--- src/rtl/regfile_arbiter.sv ---
// Two-requester arbiter/sequencer for a single-port 8 x 16-bit register file.
// Optional macro REGARB_FIXED_PRIO_EN: ties always go to A instead of round-robin.
module regfile_arbiter (
    input  logic        CLK,
    input  logic        RST,
    input  logic        a_req,
    input  logic        a_we,
    input  logic [2:0]  a_addr,
    input  logic [15:0] a_wdata,
    input  logic        b_req,
    input  logic        b_we,
    input  logic [2:0]  b_addr,
    input  logic [15:0] b_wdata,
    output logic        a_gnt,
    output logic        a_rvalid,
    output logic [15:0] a_rdata,
    output logic        b_gnt,
    output logic        b_rvalid,
    output logic [15:0] b_rdata,
    output logic        busy,
    output logic        rf_wr_en,
    output logic        rf_rd_en,
    output logic [2:0]  rf_addr,
    output logic [15:0] rf_wr_data,
    input  logic [15:0] rf_rd_data
);

    typedef enum logic [1:0] {
        IDLE  = 2'd0,
        ISSUE = 2'd1,
        CAPT  = 2'd2
    } state_t;

    state_t      state_r;
    logic        owner_r;        // 0 = A, 1 = B
`ifndef REGARB_FIXED_PRIO_EN
    logic        last_winner_r;  // 0 = A, 1 = B
`endif

    logic        grant_a_s;
    logic        grant_b_s;
    logic        sel_we_s;
    logic [2:0]  sel_addr_s;
    logic [15:0] sel_wdata_s;

    // Pick the winner among the live requests for this IDLE cycle.
    always_comb begin
        grant_a_s = 1'b0;
        grant_b_s = 1'b0;
        if (a_req && b_req) begin
`ifdef REGARB_FIXED_PRIO_EN
            grant_a_s = 1'b1;
`else
            if (last_winner_r) begin
                grant_a_s = 1'b1;
            end else begin
                grant_b_s = 1'b1;
            end
`endif
        end else if (a_req) begin
            grant_a_s = 1'b1;
        end else if (b_req) begin
            grant_b_s = 1'b1;
        end else begin
            grant_a_s = 1'b0;
            grant_b_s = 1'b0;
        end
    end

    // Route the winning requester's command toward the register-file port.
    always_comb begin
        if (grant_b_s) begin
            sel_we_s    = b_we;
            sel_addr_s  = b_addr;
            sel_wdata_s = b_wdata;
        end else begin
            sel_we_s    = a_we;
            sel_addr_s  = a_addr;
            sel_wdata_s = a_wdata;
        end
    end

    // Sequencer FSM; every output is a register updated here.
    always_ff @(posedge CLK or posedge RST) begin
        if (RST) begin
            state_r       <= IDLE;
            owner_r       <= 1'b0;
`ifndef REGARB_FIXED_PRIO_EN
            last_winner_r <= 1'b1;
`endif
            a_gnt         <= 1'b0;
            b_gnt         <= 1'b0;
            a_rvalid      <= 1'b0;
            b_rvalid      <= 1'b0;
            a_rdata       <= 16'h0000;
            b_rdata       <= 16'h0000;
            busy          <= 1'b0;
            rf_wr_en      <= 1'b0;
            rf_rd_en      <= 1'b0;
            rf_addr       <= 3'd0;
            rf_wr_data    <= 16'h0000;
        end else begin
            // Pulses default low; only the branch below may raise one.
            a_gnt    <= 1'b0;
            b_gnt    <= 1'b0;
            a_rvalid <= 1'b0;
            b_rvalid <= 1'b0;
            rf_wr_en <= 1'b0;
            rf_rd_en <= 1'b0;
            case (state_r)
                IDLE: begin
                    if (grant_a_s || grant_b_s) begin
                        a_gnt         <= grant_a_s;
                        b_gnt         <= grant_b_s;
                        owner_r       <= grant_b_s;
`ifndef REGARB_FIXED_PRIO_EN
                        last_winner_r <= grant_b_s;
`endif
                        rf_addr       <= sel_addr_s;
                        rf_wr_data    <= sel_wdata_s;
                        rf_wr_en      <= sel_we_s;
                        rf_rd_en      <= ~sel_we_s;
                        busy          <= 1'b1;
                        state_r       <= ISSUE;
                    end else begin
                        busy    <= 1'b0;
                        state_r <= IDLE;
                    end
                end
                ISSUE: begin
                    // The strobe that was raised on entry tells us the command type.
                    if (rf_wr_en) begin
                        busy    <= 1'b0;
                        state_r <= IDLE;
                    end else begin
                        busy    <= 1'b1;
                        state_r <= CAPT;
                    end
                end
                CAPT: begin
                    if (owner_r) begin
                        b_rdata  <= rf_rd_data;
                        b_rvalid <= 1'b1;
                    end else begin
                        a_rdata  <= rf_rd_data;
                        a_rvalid <= 1'b1;
                    end
                    busy    <= 1'b0;
                    state_r <= IDLE;
                end
                default: begin
                    busy    <= 1'b0;
                    state_r <= IDLE;
                end
            endcase
        end
    end

endmodule

--- config.mk ---
export PLATFORM = sky130hd
export DESIGN_NAME = regfile_arbiter
export DESIGN_NICKNAME = d
export VERILOG_FILES = /design/src/rtl/regfile_arbiter.sv
export SDC_FILE = /design/constraint.sdc
export NUM_CORES = 1
export LEC_CHECK = 0
export BUFFER_PORTS_ARGS = -buffer_cell sky130_fd_sc_hd__buf_2
export CAP_MARGIN = 20
export CORE_UTILIZATION = 46
export DETAILED_ROUTE_END_ITERATION = 6
export PLACE_DENSITY = 0.79
export SETUP_SLACK_MARGIN = 0.5
export SLEW_MARGIN = 40
export SYNTH_ARGS = -nofsm -noshare
export SYNTH_HDL_FRONTEND = slang
export SYNTH_SLANG_ARGS = --single-unit
--- constraint.sdc ---
create_clock -name CLK -period 2.3 [get_ports CLK]
set_input_delay 0.115 -clock CLK [delete_from_list [all_inputs] [get_ports CLK]]
set_output_delay 0.115 -clock CLK [all_outputs]
set_load 0.02 [all_outputs]
-- Word level (Yosys, flattened, before mapping)
Index checks and enable logic that the tools add are counted.
- register bits: 62
- bits of input ports: 60
- output and inout port bits: 58
- word-level logic and storage cells: 52
- equal/unequal tests: 2
- muxes and demuxes: 28
- bitwise operators: 2
- reductions and logical operators: 6
- operators with widths (cell ; count):
    1-bit 2-to-1 mux ; 23
    16-bit 2-to-1 mux ; 1
    2-bit AND reduction ; 3
    2-bit case mux with 2 select lines ; 1
    3-bit 2-to-1 mux ; 1
    2-bit by 1-bit == test with 1-bit output (second input constant) ; 1
    2-bit == test (second input constant) ; 1
    2-bit logical NOT ; 1
    2-bit 2-to-1 mux ; 1
    1-bit NOT ; 2
    1-bit case mux with 2 select lines ; 1
    1-bit logical AND ; 1
    1-bit logical OR ; 1

-- Logic depth before layout (Yosys ltp)
- depth in word-level cells: 7
- gate-level depth with buffers: 5
- depth with buffers taken out: 4

-- Worst setup path after synthesis
No wires, ideal clock.
- kind: reg-to-reg
- start point: reg owner_r
- end point: reg a_rdata[0]
- setup time: 0.125 ns
- data arrival time: 1.280 ns
- required time: 2.175 ns
- slack: 0.895 ns
- cell stages (with the launch flop): 4
- buffers on the path: 1
- clock period less this slack: 1.405 ns
- cell sequence: dfrtp_1 -> nor3b_4 -> buf_12 -> mux2_4
- word-level cells in the longest chain between the ends: 2
- RTL lines (item ; RTL line ; text):
    from (decl) ; 35 ; logic owner_r;
    from (signal assigned) ; 115 ; owner_r <= grant_b_s;
    1-bit NOT (no source line) ; n/a ;
    2-bit AND reduction (no source line) ; n/a ;
    to (signal assigned) ; 145 ; a_rdata <= rf_rd_data;
    to (decl) ; 16 ; output logic [15:0] a_rdata,
Every way passes these cells.
A chain may end at the register's enable or synchronous reset.

-- Worst setup path after layout
- start point: in a_req
- end point: reg rf_rd_en
- word-level cells in the longest chain between the ends: 6
- elaborated cells on any way between the ends: 10
- classes of those cells: mux (7); bitwise (1); reduce/logical (2)
- RTL lines (item ; RTL line ; text):
    from (decl) ; 6 ; input logic a_req,
    1-bit 2-to-1 mux or 1-bit logical AND (tied branches) ; 60, 50 ;
    1-bit 2-to-1 mux ; 50 ; if (a_req && b_req) begin
    1-bit 2-to-1 mux ; 72 ; if (grant_b_s) begin
    1-bit NOT ; 122 ; rf_rd_en <= ~sel_we_s;
    1-bit 2-to-1 mux * ; 112 ; if (grant_a_s || grant_b_s) begin
    1-bit 2-to-1 mux * ; 110 ; case (state_r)
    to (signal assigned) ; 122 ;
    to (decl) ; 22 ; output logic rf_rd_en,
Every way passes the cells marked *; elsewhere a longest branch is shown, timed or not.

==> impl_metrics.env <==
export IMPL_outcome="completed"
export IMPL_start_kind="primary input"
export IMPL_die_h_microns=76.0
export IMPL_ioPinCount=118
export IMPL_ys_types=23
export IMPL_wirelength_microns=5420
export IMPL_worst_pin_slew_ns=0.606
export IMPL_dieWidth_microns=76.0
export IMPL_cts_buffers=9
export IMPL_cp_end_kind="flop"
export IMPL_num_rows=26
export IMPL_fin_total_pwr_mw=5.27
export IMPL_htreeDepth=3
export IMPL_cts_sinks=62
export IMPL_clock_latency_ns=0.32
export IMPL_synth_nets=264
export IMPL_maxCapViolCount=0
export IMPL_relSlewSlack_pct=59.4
export IMPL_syn_inst=204
export IMPL_area_growth_pct=35.1
export IMPL_vias_per_cell=5.04
export IMPL_hp_start="b_req"
export IMPL_powerDensity_nw_per_um2=1550
export IMPL_yosys_warnings=0
export IMPL_syn_avg_cell_area_sq_um=12.4
export IMPL_root_buffer="clkbuf_8"
export IMPL_drt_first_pass_iters=4
export IMPL_r2r_start="last_winner_r"
export IMPL_grt_max_degree=28
export IMPL_dieArea_sq_um=5780
export IMPL_clk_path_buf_depth=2
export IMPL_maxSlewViolCount=0
export IMPL_ir_drop_mv=0.722
export IMPL_r2r_end="rf_rd_en"
export IMPL_post_cts_buffers=0
export IMPL_crit_arrival_ns=1.94
export IMPL_min_period_over_period_pct=72.8
export IMPL_synth_cell_area_sq_um=2520
export IMPL_fin_nets=388
export IMPL_num_vias=2032
export IMPL_yosysTopAreaCell="dfrtp_1"
export IMPL_hpwl_microns=3880
export IMPL_r2r_cells=4
export IMPL_rsz0062_at_grt="no"
export IMPL_cts_tree="done"
export IMPL_r2r_slack_ns=0.69
export IMPL_critical_path_class="in -> reg"
export IMPL_layout_drive_gt1_share_pct=53.2
export IMPL_p_leak_nw=1.72
export IMPL_drt_iter0_markers=76
export IMPL_yosysSeqAreaShare_pct=61.6
export IMPL_grt_pass1_wl_microns=8970
export IMPL_layout_commonest_cell="buf_2"
export IMPL_hold_end="a_gnt"
export IMPL_gr_total_overflow=0
export IMPL_initial_utilization_pct=48.4
export IMPL_fin_crit_ns=1.68
export IMPL_hp_class="in -> reg"
export IMPL_antenna_found_initial=0
export IMPL_grt_pass1_vias=1871
export IMPL_diodes=0
export IMPL_drt_antenna_violating_nets=0
export IMPL_synth_top_area_share_pct=60.5
export IMPL_setup_viol=0
export IMPL_synth_ff_type="dfrtp_1"
export IMPL_gp_congestion=0.682
export IMPL_path_max_fanout=14
export IMPL_fin_tns_setup_ns=0
export IMPL_hold_violations=0
export IMPL_ys_async_sr_fraction_pct=100
export IMPL_wire_per_inst_microns=13.5
export IMPL_synth_edf_count=0
export IMPL_hold_path_depth=2
export IMPL_coreArea_sq_um=5200
export IMPL_final_cell_mix="buf_2 (117), dfrtp_1 (61), nand2_1 (40)"
export IMPL_ys_ff_latch=62
export IMPL_fin_skew_ns=0.00444
export IMPL_worstPathRequired_ns=2.56
export IMPL_portBuffers=117
export IMPL_grtUsageTotal_pct=20.0
export IMPL_clk_pin_slew_ns=0.07
export IMPL_netlist_top_cells_area="dfrtp_1 (61%), mux2_2 (10%), nand2_1 (6.0%)"
export IMPL_remaining_drc_errors=0
export IMPL_fmax_ghz=0.597
-- critical path, stage by stage --
cell and delay, ns:
dlygate4sd3_1 0.52, buf_2 0.15, a21boi_2 0.49, buf_4 0.26, mux2i_1 0.24, and2_1 0.15
-- final cells by class --
cell class / instances / area (sq um)
Fill cell: 417 / 1800
Clock buffer: 12 / 145
Clock inverter: 4 / 70.1
Inverter: 4 / 15.0
Multi-Input combinational cell: 126 / 885
Tap cell: 70 / 87.6
Timing Repair Buffer: 125 / 651
Sequential cell: 62 / 1550
-- metrics by stage --
stage	utilization [%]	worst slack (ns)	hold WS, ns	cells	area (sq um)
6_report	65.4	0.625	0.0308	403	3410
5_1_grt	65.4	0.517	0.0181	403	3410
4_1_cts	65.4	0.576	0.00396	403	3400
3_5_place_dp	60.9	0.697	0.0890	385	3170
3_3_place_gp	60.8	0.509	0.0879	385	3160
2_1_floorplan	-	0.645	0.185	204	2520
-- power breakdown --
part	internal [mW]	total [mW]	leakage (nW)	switching (mW)
clock	0.637	1.02	0.110	0.385
combinational	0.966	2.30	0.883	1.34
sequential	1.64	1.94	0.729	0.305
total	3.24	5.27	1.72	2.03
-- how the worst max path moves through the flow --
stage | endpoint | start | depth (start not counted) | slack (ns)
floorplan | a_gnt | RST | 1 | 0.65
global placement | rf_rd_en | last_winner_r | 4 | 0.51
detailed placement | rf_rd_en | last_winner_r | 4 | 0.70
CTS | busy | a_req | 7 | 0.58
global route | rf_rd_en | a_req | 6 | 0.52
finish | rf_rd_en | a_req | 6 | 0.62
-- cell families after synthesis --
group / after synthesis / synth area share (%)
AND/OR/NAND/NOR: 49 / 8.68
flip-flops: 62 / 61.6
AO/OA/AOI/OAI: 44 / 10.1
multiplexers: 33 / 16.0
buffers and inverters: 16 / 3.57
-- repair_timing --
action / 4_1_cts / 5_1_grt
hold endpoints to repair: 14 / 0
gates resized for setup: 0 / 1
hold buffers: 2 / 0
endpoints found under the setup margin: 0 / 1
-- cell usage after synthesis (all sizes together), types with 2 or more instances --
cell     n
dfrtp   61
nand2   40
mux2    32
a21oi   21
a31oi   20
buf      7
clkbuf   5
inv      4
nor2     2
nor3b    2
or2      2
-- state kept, by name (all words and copies together) (netlist names) --
register / flops
rf_addr: 3
b_rvalid: 1
b_rdata: 16
last_winner_r: 1
a_rvalid: 1
rf_rd_en: 1
owner_r: 1
a_gnt: 1
state_r: 2
rf_wr_en: 1
b_gnt: 1
rf_wr_data: 16
busy: 1
a_rdata: 16
-- routing by layer --
layer  vias up  GRT usage [%]  share of wire (%)
met5         -              0                  0
met4         0           9.23                1.3
met3         6           5.51                9.3
met2       135           27.8                 43
met1       933           28.9                 46
li1        958              -                  -
Power figures use the tool's default switching activity.
